$ cat config.mk
export PLATFORM = sky130hd
export DESIGN_NAME = attractor_detector
export DESIGN_NICKNAME = d
export VERILOG_FILES = /design/src/rtl/attractor_detector.sv
export SDC_FILE = /design/constraint.sdc
export NUM_CORES = 1
export LEC_CHECK = 0
export CAP_MARGIN = 5
export CORE_MARGIN = 2
export CORE_UTILIZATION = 40
export CTS_CLUSTER_DIAMETER = 120
export DETAILED_ROUTE_END_ITERATION = 10
export SYNTH_ARGS = -nofsm -noshare
export SYNTH_HDL_FRONTEND = slang
export SYNTH_SLANG_ARGS = --single-unit
$ cat constraint.sdc
create_clock -name clk -period 3 [get_ports clk]
set_input_delay 0.45 -clock clk [delete_from_list [all_inputs] [get_ports clk]]
set_output_delay 0.45 -clock clk [all_outputs]
set_load 0.02 [all_outputs]
$ cat src/rtl/attractor_detector.sv
// rtl/attractor_detector.sv - classifies a Boolean network trajectory as fixed point, limit cycle or timeout
// A repeat seen within MAX_PERIOD steps is confirmed over one full period before it is reported.
module attractor_detector #(
  parameter int STATE_W    = 9,
  parameter int MAX_PERIOD = 8,
  parameter int CNT_W      = 8,
  parameter int TIMEOUT    = 200
) (
  input  logic                              clk,
  input  logic                              rst_n,
  input  logic                              start,
  input  logic                              state_valid,
  input  logic [STATE_W-1:0]                net_state,
  output logic                              busy,
  output logic                              done,
  output logic                              fixed_point,
  output logic                              cycle_found,
  output logic                              timed_out,
  output logic [$clog2(MAX_PERIOD+1)-1:0]   period,
  output logic [CNT_W-1:0]                  transient_len,
  output logic [STATE_W-1:0]                attractor_state
);
  localparam int PW = $clog2(MAX_PERIOD + 1);

  typedef enum logic [1:0] {IDLE, SAMPLE, CONFIRM, DONE} state_e;

  state_e              fsm_q, fsm_d;
  logic [STATE_W-1:0]  hist_q [MAX_PERIOD];
  logic [STATE_W-1:0]  hist_d [MAX_PERIOD];
  logic [MAX_PERIOD-1:0] hv_q, hv_d;
  logic [CNT_W-1:0]    n_q, n_d, first_idx_q, first_idx_d, tl_q, tl_d;
  logic [PW-1:0]       conf_q, conf_d, k_q, k_d, period_q, period_d;
  logic [STATE_W-1:0]  first_state_q, first_state_d, as_q, as_d;
  logic                busy_q, busy_d, done_q, done_d;
  logic                fp_q, fp_d, cf_q, cf_d, to_q, to_d;

  logic                hit;
  logic [PW-1:0]       hit_k;
  logic [STATE_W-1:0]  cmp_state;
  logic                last_sample;

  // Descending scan so the smallest matching lag wins.
  always_comb begin
    hit       = 1'b0;
    hit_k     = '0;
    cmp_state = '0;
    for (int i = MAX_PERIOD - 1; i >= 0; i--) begin
      if (hv_q[i] && hist_q[i] == net_state) begin
        hit   = 1'b1;
        hit_k = PW'(i + 1);
      end
      if (PW'(i + 1) == k_q) cmp_state = hist_q[i];
    end
  end

  assign last_sample = (n_q == CNT_W'(TIMEOUT - 1));

  always_comb begin
    fsm_d         = fsm_q;
    hist_d        = hist_q;
    hv_d          = hv_q;
    n_d           = n_q;
    conf_d        = conf_q;
    k_d           = k_q;
    first_idx_d   = first_idx_q;
    first_state_d = first_state_q;
    busy_d        = busy_q;
    done_d        = 1'b0;
    fp_d          = fp_q;
    cf_d          = cf_q;
    to_d          = to_q;
    period_d      = period_q;
    tl_d          = tl_q;
    as_d          = as_q;
    if ((fsm_q == SAMPLE || fsm_q == CONFIRM) && state_valid) begin
      hist_d[0] = net_state;
      hv_d[0]   = 1'b1;
      for (int i = 1; i < MAX_PERIOD; i++) begin
        hist_d[i] = hist_q[i-1];
        hv_d[i]   = hv_q[i-1];
      end
      n_d = n_q + CNT_W'(1);
    end
    case (fsm_q)
      IDLE, DONE: begin
        if (start) begin
          fsm_d    = SAMPLE;
          hv_d     = '0;
          n_d      = '0;
          conf_d   = '0;
          busy_d   = 1'b1;
          fp_d     = 1'b0;
          cf_d     = 1'b0;
          to_d     = 1'b0;
          period_d = '0;
          tl_d     = '0;
          as_d     = '0;
        end
      end
      SAMPLE: begin
        if (state_valid) begin
          if (last_sample) begin
            fsm_d  = DONE;
            busy_d = 1'b0;
            done_d = 1'b1;
            to_d   = 1'b1;
          end else if (hit) begin
            fsm_d         = CONFIRM;
            k_d           = hit_k;
            first_idx_d   = n_q - CNT_W'(hit_k);
            first_state_d = net_state;
            conf_d        = '0;
          end
        end
      end
      CONFIRM: begin
        if (state_valid) begin
          // A confirmation completing on the final sample beats the timeout.
          if (net_state == cmp_state && conf_q + PW'(1) == k_q) begin
            fsm_d    = DONE;
            busy_d   = 1'b0;
            done_d   = 1'b1;
            period_d = k_q;
            fp_d     = (k_q == PW'(1));
            cf_d     = (k_q != PW'(1));
            tl_d     = first_idx_q;
            as_d     = first_state_q;
          end else if (last_sample) begin
            fsm_d  = DONE;
            busy_d = 1'b0;
            done_d = 1'b1;
            to_d   = 1'b1;
          end else if (net_state == cmp_state) begin
            conf_d = conf_q + PW'(1);
          end else begin
            fsm_d = SAMPLE;
          end
        end
      end
      default: fsm_d = IDLE;
    endcase
  end

  always_ff @(posedge clk or negedge rst_n) begin
    if (!rst_n) begin
      fsm_q         <= IDLE;
      hist_q        <= '{default: '0};
      hv_q          <= '0;
      n_q           <= '0;
      conf_q        <= '0;
      k_q           <= '0;
      first_idx_q   <= '0;
      first_state_q <= '0;
      busy_q        <= 1'b0;
      done_q        <= 1'b0;
      fp_q          <= 1'b0;
      cf_q          <= 1'b0;
      to_q          <= 1'b0;
      period_q      <= '0;
      tl_q          <= '0;
      as_q          <= '0;
    end else begin
      fsm_q         <= fsm_d;
      hist_q        <= hist_d;
      hv_q          <= hv_d;
      n_q           <= n_d;
      conf_q        <= conf_d;
      k_q           <= k_d;
      first_idx_q   <= first_idx_d;
      first_state_q <= first_state_d;
      busy_q        <= busy_d;
      done_q        <= done_d;
      fp_q          <= fp_d;
      cf_q          <= cf_d;
      to_q          <= to_d;
      period_q      <= period_d;
      tl_q          <= tl_d;
      as_q          <= as_d;
    end
  end

  assign busy            = busy_q;
  assign done            = done_q;
  assign fixed_point     = fp_q;
  assign cycle_found     = cf_q;
  assign timed_out       = to_q;
  assign period          = period_q;
  assign transient_len   = tl_q;
  assign attractor_state = as_q;
endmodule

Yosys cells after proc, flatten, opt, wreduce, memory -nomap -nowiden. Cells that the tools add are included.

Flip-flop bits (word level): 141. Bits in latches: 0. Bits in writable memories: 0. ROM bits: 0. Bits of input ports: 13. Output and inout bits: 26. Logic and storage cells: 164. Memories: 0.

Add/subtract/negate cells: 3. $mul: 0. Divide/modulo/power cells: 0. Magnitude comparators: 0. Eq/ne operators: 35. Shift-type cells: 0. Muxes and demuxes: 82. Bitwise operators: 1. Reduce and logical (&&, ||, !) cells: 20.

Operator list (number): $mux 9 (11); $eq 9x9->1 (9); $mux 4 (18); $mux 8 (9); $mux 1 (26); $pmux 9 s2 (1); $eq 3x4->1 const A (4); $mux 2 (8); $pmux 8 s2 (1); $ne 2x2->1 const B (7); $pmux 4 s3 (1); $reduce_and 4->1 (3); $logic_and 1x1->1 (10); $add 8x1->8 const B (1); $eq 2x4->1 const A (2); $eq 8x8->1 const B (1); $pmux 4 s2 (1); $reduce_and 8->1 (1); $sub 8x4->8 (1); $pmux 1 s2 (3); $pmux 1 s3 (2); $pmux 2 s3 (1); $reduce_and 5->1 (1); $add 4x1->4 const B (1); 16 further kinds (18).

Longest topological paths before layout. Gate-level depths: netlist (run 1).

Depth in word-level cells: 15. Depth in mapped cells: 17.

Least setup slack after synthesis (run 1). No wires, ideal clock.

Path kind: input -> register. From: input port net_state[6]. To: register first_idx_q[7]. Library setup time: 83 ps. Data arrival time: 3274 ps. Data required time: 2917 ps. Path slack: -356 ps. Cell stages on the path: 17. Buffers on the path: 2. Path through: clkbuf_1 clkbuf_1 xor2_1 nor4_1 nand4_1 o21ai_0 a21boi_0 o21ai_0 ha_1 inv_1 a21o_1 a21o_1 a211o_1 nor3_1 xor2_1 nand2_1 o21ai_0.

Elaborated cells between the ends (all ways): 34.

RTL lines: start, declared (RTL line 13) `input logic [STATE_W-1:0] net_state,`; $eq 9x9->1 (RTL line 48) `if (hv_q[i] && hist_q[i] == net_state) begin`; $logic_and 1x1->1 (RTL line 48); $mux 4 (6 in a row) (RTL line 48); $mux 4 * (RTL line 48); named net hit_k[0] (RTL line 38) `logic [PW-1:0] hit_k;`; $sub 8x4->8 * (RTL line 110) `first_idx_d = n_q - CNT_W'(hit_k);`; end signal, assigned (RTL line 169) `first_idx_q <= first_idx_d;`; end, declared (RTL line 31) `logic [CNT_W-1:0] n_q, n_d, first_idx_q, first_idx_d, tl_q, tl_d;`.

Mark *: on every way through the listed nets, which the timed path passes. The rest lies on a longest branch. A chain may end at the register's enable or synchronous reset.

Final worst setup path (run 1).
From: register k_q[1]. To: register tl_q[7], in the netlist transient_len[7].

Cells in the longest elaborated chain, start to end: 13. Elaborated cells between the ends (all ways): 21.

Ends and longest elaborated chain: start, declared (RTL line 32) `logic [PW-1:0] conf_q, conf_d, k_q, k_d, period_q, period_d;`; start signal, assigned (RTL line 168) `k_q <= k_d;`; $eq 4x4->1 (RTL line 52) `if (PW'(i + 1) == k_q) cmp_state = hist_q[i];`; $mux 9 (8 in a row) (RTL line 52); $eq 9x9->1 (RTL line 119) `if (net_state == cmp_state && conf_q + PW'(1) == k_q) begin`; $logic_and 1x1->1 * (RTL line 119); $ne 2x1->1 (no source line) *; $reduce_and 4->1 (no source line) *; end signal, assigned (RTL line 177) `tl_q <= tl_d;`; end, declared (RTL line 31).

Mark *: on every way between the ends. The rest lies on a longest branch, timed or not.

==> results of run 1 <==
-- metrics by stage --
step / hold slack [ps] / total power [W] / TNS, ps / util [%]
final: 412.5 / 0.009655 / -552.8 / 55.44
after global routing: 455.1 / 0.01025 / -3022 / 55.44
after CTS: 510.3 / 0.009518 / -46.47 / 54.49
after detailed placement: 459.7 / 0.007104 / -22770 / 49.60
after global placement: 458.4 / 0.007052 / -20420 / 49.60
after floorplan: 154.4 / 0.005432 / -0.3131 / -
-- cells in the mapped netlist, types with 9 or more instances --
cell / instances / share of area, %
o21ai_0: 35 / 2.2
nand2_1: 286 / 13
inv_1: 29 / 1.4
nand3_1: 12 / 0.75
o22ai_1: 24 / 1.9
buf_6: 9 / 1.3
dfrtp_1: 141 / 44
nand2b_1: 19 / 1.5
nor3_1: 11 / 0.68
nor2_1: 26 / 1.2
xor2_1: 50 / 5.4
xnor2_1: 40 / 4.3
nand4_1: 15 / 1.2
a21oi_1: 27 / 1.7
nor4_1: 12 / 0.93
clkbuf_1: 40 / 1.9
-- registers in the layout, summed over array words and instances (netlist names) --
name and count:
first_state_q 9, busy 1, conf_q 4, transient_len 8, hist_q 72, cycle_found 1, fsm_q 2, period 4
first_idx_q 8, hv_q 8, n_q 8, timed_out 1, done 1, attractor_state 9, k_q 4, fixed_point 1
-- critical path, delay by kind of cell, from the launching register on --
kind | cells | cell delay (ps)
simple gates | 3 | 890
buf+inv | 5 | 860
compound gates | 5 | 670
flops | 1 | 490
-- kinds of logic (layout without fill, tap and decap cells) --
kind of cell	after synthesis	after routing	share of synthesized area [%]
multiplexers	9	9	1.180
adder cells (fa/ha/maj)	9	9	1.490
AO/OA/AOI/OAI	158	158	13.55
XOR/XNOR	90	90	9.778
flip-flops	141	141	43.77
AND/OR/NAND/NOR	430	430	24.82
buffers and inverters	94	278	5.417
-- where the power goes --
| part | switching, W | internal (W) | total, W |
|---|---|---|---|
| logic | 0.00237 | 0.00197 | 0.00435 |
| clock network | 0.000933 | 0.00128 | 0.00221 |
| registers | 0.000589 | 0.00251 | 0.00310 |
| total | 0.00390 | 0.00576 | 0.00966 |
-- what timing repair did --
| action | 4_1_cts | 5_1_grt |
|---|---|---|
| endpoints found under the setup margin | 33 | 33 |
| resized for setup | 44 | 31 |
| buffers inserted | 20 | 11 |
| hold buffers | 1 | 0 |
| hold endpoints to repair | 2 | 0 |
| cloned | 1 | 0 |
| pin swaps | 36 | 43 |
-- routing by layer --
layer  global-route usage (%)  vias up  wire, µm  share of wire (%)
li1                         -     3493         -                  -
met1                    32.91     3539     11400                 47
met2                    35.12      219     10970                 46
met3                    3.041       44      1118                4.6
met4                    8.382        0       576                2.4
met5                        0        -         0                  0
-- worst max-delay path by stage --
stage	end	slack, ps	depth (start not counted)
2_1_floorplan	first_idx_q[6]$_DFFE_PN0P_	-0.3	17
3_3_place_gp	first_idx_q[6]$_DFFE_PN0P_	-750	17
3_5_place_dp	first_idx_q[6]$_DFFE_PN0P_	-780	17
4_1_cts	first_idx_q[7]$_DFFE_PN0P_	-20	15
5_1_grt	first_idx_q[6]$_DFFE_PN0P_	-210	15
6_report	transient_len[7]$_DFFE_PN0P_	-40	13
-- area by class of cell --
type	instances	area, µm²
inverters	29	108.9
fillers	1797	8730
repair buffers	217	1911
multi-input cells	696	4367
clock buffers	18	439.2
well taps	265	331.6
flip-flops and latches	141	3530
clock inverters	14	173.9
==> impl_metrics.tcl, run 1 <==
set metrics [dict create \
    endpoint_kind "flip-flop" \
    ys_warn_count 0 \
    slowest_stage "dfrtp_2" \
    crit_start "k_q[1]$_DFFE_PN0P_" \
    synth_ff_type "dfrtp_1" \
    syn_avg_cell_area_um2 8.659 \
    reg2regPathDepth 13 \
    cpPeakStageDelay_ps 490 \
    io_buffers 38 \
    antenna_cells 0 \
    h-tree-depth 4 \
    core_mm2 0.01959 \
    drv_slew 0 \
    ys_types 76 \
    drc 0 \
    r2r_setup_slack_ps -40 \
    drive_gt1_share_pct 25.65 \
    grt_max_degree 79 \
    min_to "hist_q[67]$_DFFE_PN0P_" \
    layout.cells.non_filler 1380 \
    cts_buffer_depth 2 \
    fin_nets 1124 \
    cap_violations 0 \
    synthCells 931 \
    ir_worst_vdd_mv 0.4749 \
    grt_usage_pct 22.82 \
    max_slew_margin_pct 56.15 \
    dieHeight_um 146.0 \
    drtPass1Iterations 5 \
    cp_data_arrival_time_ps 3350 \
    cp_cell_sequence "buf_4, or3b_1, buf_4, buf_4, o2bb2ai_2, a21oi_1, a22oi_1, and4_4, o2111ai_2, buf_4, nor3b_4, buf_12, o22ai_1" \
    wl_per_cell_um 17.44 \
    cp_max_fo 23 \
    grt_pass1_vias 7103 \
    final_cell_mix "nand2_1 (282), buf_4 (156), dfrtp_1 (140), xor2_1 (50), xnor2_1 (36)" \
    via_per_inst 5.286 \
    ys_seq_elements 141 \
    syn_to_final_growth_pct 34.72 \
    fin_area_mm2 0.01086 \
    final_common_cell "nand2_1" \
    hold_depth 4 \
    ys_async_sr_fraction_pct 100.0 \
    drt_iter0_markers 628 \
    hp-class "input pin to flip-flop" \
    worstSetupStartpointType "flip-flop" \
    synth_edf_count 0 \
    rsz0062_at_grt "yes" \
    path_class "flip-flop to flip-flop" \
    post_dp_cell_area_mm2 0.009717 \
    timing.rr.end "transient_len[7]$_DFFE_PN0P_" \
    pwr_density_cell_mw_per_mm2 889.0 \
    vias 7295 \
    leakage_nw 5.224 \
    hpwl_um 16520 \
    worst_ep_required_time_ps 3310 \
    finalCritPeriodShare_pct 101.2 \
    synth_area_mm2 0.008061 \
    dp.cells 1316 \
    cts_buffers 17 \
    num_rows 51 \
    final-hold-violation-count 0 \
    violations "negative setup slack" \
    grt_pass1_wl_um 38520 \
    rr_startpoint "k_q[1]$_DFFE_PN0P_" \
    ios 39 \
    grt_antenna_before_repair 0 \
    path_clk_slew_ps 60 \
    setup_viol 27 \
    die_w_um 146.0 \
    dp_slack_ps -782.3 \
    ys_seq_area_share_pct 43.77 \
    dieArea_mm2 0.02131 \
    place_congestion 0.9029 \
    status "complete, but fails checks" \
    start_util_pct 41.15 \
    crit_top_cell "buf_4" \
    min_from "net_state[4]" \
    clock_sinks 141 \
    setup_slack_ps -37.09 \
    syn_nets 953 \
    skew_ps 7.240 \
    wirelength_um 24060 \
    max_freq_mhz 329.3 \
    post-route-min-period_ps 3037 \
    overflow 0 \
    ant_nets 0 \
    worst_pin_slew_ps 650.9 \
    cts_tree "done" \
    root_buffer "clkbuf_16" \
    worstSkewPairLatency_ps 430 \
]
(Power assumes the default switching activity.)
==> run 2: changes to the inputs <==
--- a/config.mk
+++ b/config.mk
@@ -5,6 +5,7 @@
 export SDC_FILE = /design/constraint.sdc
 export NUM_CORES = 1
 export LEC_CHECK = 0
+export ABC_CLOCK_PERIOD_IN_PS = 3000
 export CAP_MARGIN = 5
 export CORE_MARGIN = 2
 export CORE_UTILIZATION = 40
==> results of run 2 <==
Same layout as run 1: the final DEF is identical, and so are final timing and power.
==> patch 1 (config.mk and constraints of run 2) <==
Add an input register stage for `start`, `state_valid` and `net_state`, without a reset; this delays them by one clock.
--- a/src/rtl/attractor_detector.sv
+++ b/src/rtl/attractor_detector.sv
@@ -26,2 +26,12 @@
 
+  logic start_q;
+  logic state_valid_q;
+  logic [STATE_W-1:0] net_state_q;
+
+  always_ff @(posedge clk) begin
+    start_q       <= start;
+    state_valid_q <= state_valid;
+    net_state_q   <= net_state;
+  end
+
   state_e              fsm_q, fsm_d;
@@ -47,3 +57,3 @@
     for (int i = MAX_PERIOD - 1; i >= 0; i--) begin
-      if (hv_q[i] && hist_q[i] == net_state) begin
+      if (hv_q[i] && hist_q[i] == net_state_q) begin
         hit   = 1'b1;
@@ -74,4 +84,4 @@
     as_d          = as_q;
-    if ((fsm_q == SAMPLE || fsm_q == CONFIRM) && state_valid) begin
-      hist_d[0] = net_state;
+    if ((fsm_q == SAMPLE || fsm_q == CONFIRM) && state_valid_q) begin
+      hist_d[0] = net_state_q;
       hv_d[0]   = 1'b1;
@@ -85,3 +95,3 @@
       IDLE, DONE: begin
-        if (start) begin
+        if (start_q) begin
           fsm_d    = SAMPLE;
@@ -100,3 +110,3 @@
       SAMPLE: begin
-        if (state_valid) begin
+        if (state_valid_q) begin
           if (last_sample) begin
@@ -110,3 +120,3 @@
             first_idx_d   = n_q - CNT_W'(hit_k);
-            first_state_d = net_state;
+            first_state_d = net_state_q;
             conf_d        = '0;
@@ -116,5 +126,5 @@
       CONFIRM: begin
-        if (state_valid) begin
+        if (state_valid_q) begin
           // A confirmation completing on the final sample beats the timeout.
-          if (net_state == cmp_state && conf_q + PW'(1) == k_q) begin
+          if (net_state_q == cmp_state && conf_q + PW'(1) == k_q) begin
             fsm_d    = DONE;
@@ -132,3 +142,3 @@
             to_d   = 1'b1;
-          end else if (net_state == cmp_state) begin
+          end else if (net_state_q == cmp_state) begin
             conf_d = conf_q + PW'(1);
Check against the original RTL: not equivalent (Yosys sat finds a counterexample within 4 cycles, from zero or initial values and one cycle with rst_n low).
==> patch 1 against run 2 <==
The run still ends with negative setup slack left. Critical endpoint is now attractor_state[2]$_DFFE_PN0P_. Sequential cell count grew 11. Global-route usage grew 1.6 points. Critical path depth is 1 lower. Final area rose by 5.4%. Critical path type unchanged. Sequential power fell by 6%. Worst setup slack got worse by 23 ps. Via count increased by 2.2%. Sequential share of layout area up 0.60 points. Synthesized area up 2.9%. Power is 22% lower. Clock skew increased by 6.9 ps. Wire length grew 8.9%.
==> patch 1: results (changes against run 2) <==
The run finished, with violations left. Failing checks: negative setup slack (unchanged). The logs give 7 (was 5) for the number of detailed-route iterations in the first pass and 7315 (was 7103) for the number of global-route vias before repair.

The largest net degree at the start of global routing came out at 73 (was 79). Overall track demand over capacity in global routing: 0.244 (was 0.228). The total sequential power is 2.92 mW (was 3.10 mW), and the routed via count is 7459 (was 7295). Reg-to-reg startpoint: k_q[0]$_DFFE_PN0P_ (was k_q[1]$_DFFE_PN0P_).

The worst slack at placement is -345 ps (was -782 ps), and the sequential fraction of the synthesis area is 0.452 (was 0.438). Commonest cells in the netlist: nand2_1, dfrtp_1, xnor2_1 (was nand2_1, dfrtp_1, xor2_1). The kind of path behind the tightest hold check is primary input to asynchronous set/reset pin (was primary input to flip-flop).

The biggest fanout along the worst timing path is 11 (was 23), and the cell area after placement is 9910 µm² (was 9720 µm²). The layout cell share with drive strength beyond 1 is 0.303 (was 0.257). The post-CTS setup buffer count is 8 (was 20).

The kind of cell adding the most delay to the critical path is compound AO/OA/AOI/OAI gates (was simple AND/OR/NAND/NOR gates). The depth of the most critical reg-to-reg path was 12 (was 13). The sum of internal, switching and leakage power is 7.53 mW (was 9.66 mW), and the post-detailed-route wirelength per cell is 19.1 µm (was 17.4 µm).

The first-pass GRT wire length was 41.2 mm (was 38.5 mm). The run gives -1040 ps (was -553 ps) as the total negative slack for setup checks. The number of gates resized after cts was 55 (was 44). The power dissipated by switching net loads was 2.81 mW (was 3.90 mW); the synthesized-area fraction occupied by ao, oa, aoi and oai cells was 0.125 (was 0.135).

The layout net count was 1114 (was 1124); the net count after synthesis was 939 (was 953). The worst endpoint data arrival time is 3380 ps (was 3350 ps). The first-iteration detailed-routing DRC count is 591 (was 628), and the standby leakage power is 5.19 nW (was 5.22 nW). The number of setup violations in the final report came out at 26 (was 27). The worst slew slack as a fraction of its limit is 0.416 (was 0.561). Fraction of registers with async set or reset after synthesis: 0.928 (was 1.00). The area fraction of the dominant cell type after synthesis works out to 0.425 (was 0.438). The growth of design area from synthesis to finish was 38.0% (was 34.7%). The post-route worst setup slack was -60.4 ps (was -37.1 ps); the placer's final routability congestion estimate was 0.945 (was 0.903).
patch 1: routing by layer:
layer  global-route usage  routed length [µm]  part of all wire
met5                    0                   0                 0
met4               0.0852                 572             0.022
met3               0.0389                1590             0.061
met2                0.365               12000              0.46
met1                0.359               12000              0.46
patch 1: layout make-up:
class,count,area share
multi-input combinational,684,0.411
clock buffer,17,0.0372
inverter,21,0.00688
timing repair buffer,216,0.169
sequential,152,0.331
clock inverter,15,0.0155
tap,270,0.0295
patch 1: worst paths after layout:
check / endpoint / slack [ps]
max in group asynchronous: hist_q[65]$_DFFE_PN0P_ / 2210
hold reg to reg: attractor_state[1]$_DFFE_PN0P_ / 500
setup reg to reg: attractor_state[2]$_DFFE_PN0P_ / -60
min in group clk: net_state_q[8]$_DFF_P_ / 450
hold / removal: hist_q[24]$_DFFE_PN0P_ / 20
setup / recovery: attractor_state[2]$_DFFE_PN0P_ / -60
==> patch 2 (settings of run 2) <==
Made on the original files. Change the parameter `TIMEOUT` from 200 to 128.
--- a/src/rtl/attractor_detector.sv
+++ b/src/rtl/attractor_detector.sv
@@ -6,3 +6,3 @@
   parameter int CNT_W      = 8,
-  parameter int TIMEOUT    = 200
+  parameter int TIMEOUT    = 128
 ) (
Formal check against the unedited RTL: no difference found for any inputs over 4 cycles, from zero or initial values and one cycle with rst_n low; that may be too few to reach the edited logic, so the function may still have changed.
==> patch 2 against run 2 <==
The run still ends with negative setup slack left. Wire length up 3.3%. Non-clock buffer count down 26. Final area down 1.5%. Sequential cell count unchanged. Critical path type unchanged. Sequential power down 3%. Worst setup slack worse by 160 ps. Synthesized area down 1.4%. Power down 17%.
==> patch 2: results (changes against run 2) <==
The tools report the post-synthesis instance total as 874 (was 931). The net count after synthesis is 896 (was 953), and the cell depth of the worst hold path is 3 (was 4). The run gives 0.236 (was 0.228) as the overall track demand over capacity in global routing.

Met3 track utilization from global routing: 0.0343 (was 0.0304). The count of plain and timing-repair buffers is 191 (was 217), and the part of the total power dissipated in combinational logic is 0.362 (was 0.450). The sequential fraction of the synthesis area was 0.444 (was 0.438); the fraction of area in multi-input gates was 0.422 (was 0.402).

The length of routed met3 wiring came out at 1.29 mm (was 1.12 mm). The logs give -201 ps (was -37.1 ps) for the post-route worst setup slack and 11.2 mm (was 11.0 mm) for the detailed-routed wire length on met2. The adder-cell share of the synthesized area was 0.0151 (was 0.0149). The run finished, with violations left. The logs give 0.363 (was 0.351) for the global routing met2 resource utilization and 577 (was 628) for the first-iteration detailed-routing DRC count.

Layout multi-input combinational cell count: 661 (was 696). The run gives 30 (was 27) as the number of setup violations in the final report. The largest net degree at the start of global routing came out at 64 (was 79).

Power dissipated by switching net loads: 3.13 mW (was 3.90 mW). Failing checks: negative setup slack (unchanged). The end of the worst register-to-register path was period[2]$_DFFE_PN0P_ (was transient_len[7]$_DFFE_PN0P_).

Wire length on met1: 11.9 mm (was 11.4 mm). The logs give 2.89 mW (was 4.35 mW) for the combinational power and 9.02 ps (was 7.24 ps) for the post-route clock skew. Most area-consuming cells after synthesis: dfrtp_1, nand2_1, xnor2_1 (was dfrtp_1, nand2_1, xor2_1).

Worst slack at placement: -722 ps (was -782 ps). The tools report the area taken by flip-flops and latches as 3540 µm² (was 3530 µm²). The power drawn by the clock network was 2.08 mW (was 2.21 mW); the synthesized-area fraction occupied by ao, oa, aoi and oai cells was 0.139 (was 0.135). The logs give 3510 ps (was 3350 ps) for the worst endpoint data arrival time and 323 ps (was 412 ps) for the worst hold-check slack.

The depth of the most critical reg-to-reg path works out to 12 (was 13).
-- patch 2: cell types whose count changed in the layout (fill, tap and decap cells not counted), moves of 6 or more --
cell and change:
a21oi_2 +7, o21ai_0 -9, buf_4 -25, xor2_1 -20, nor4_1 -7, buf_12 -6
xnor2_1 +11, a32o_1 +21, inv_1 -18, o22ai_1 -22, nand2_1 -39, mux2_2 +13
-- patch 2: cell families (layout without fill, tap and decap cells) --
group	after synthesis	after routing
compound gates	148	148
xor+xnor	89	89
fa+ha+maj	9	9
buf+inv	72	234
flops	141	141
mux	28	28
simple gates	387	387
-- patch 2: repair_timing --
action                                  in CTS  in global routing
buffers inserted                            12                  4
resized for setup                           61                 47
endpoints found under the setup margin      37                 38
gates cloned                                 1                  4
hold buffers                                 1                  0
hold endpoints to repair                    49                  0
pin swaps                                   23                 29
-- patch 2: worst min-delay path, cell delays in order --
cell and delay [ps]:
clkbuf_2 140, nand2_1 70, nand2_1 50
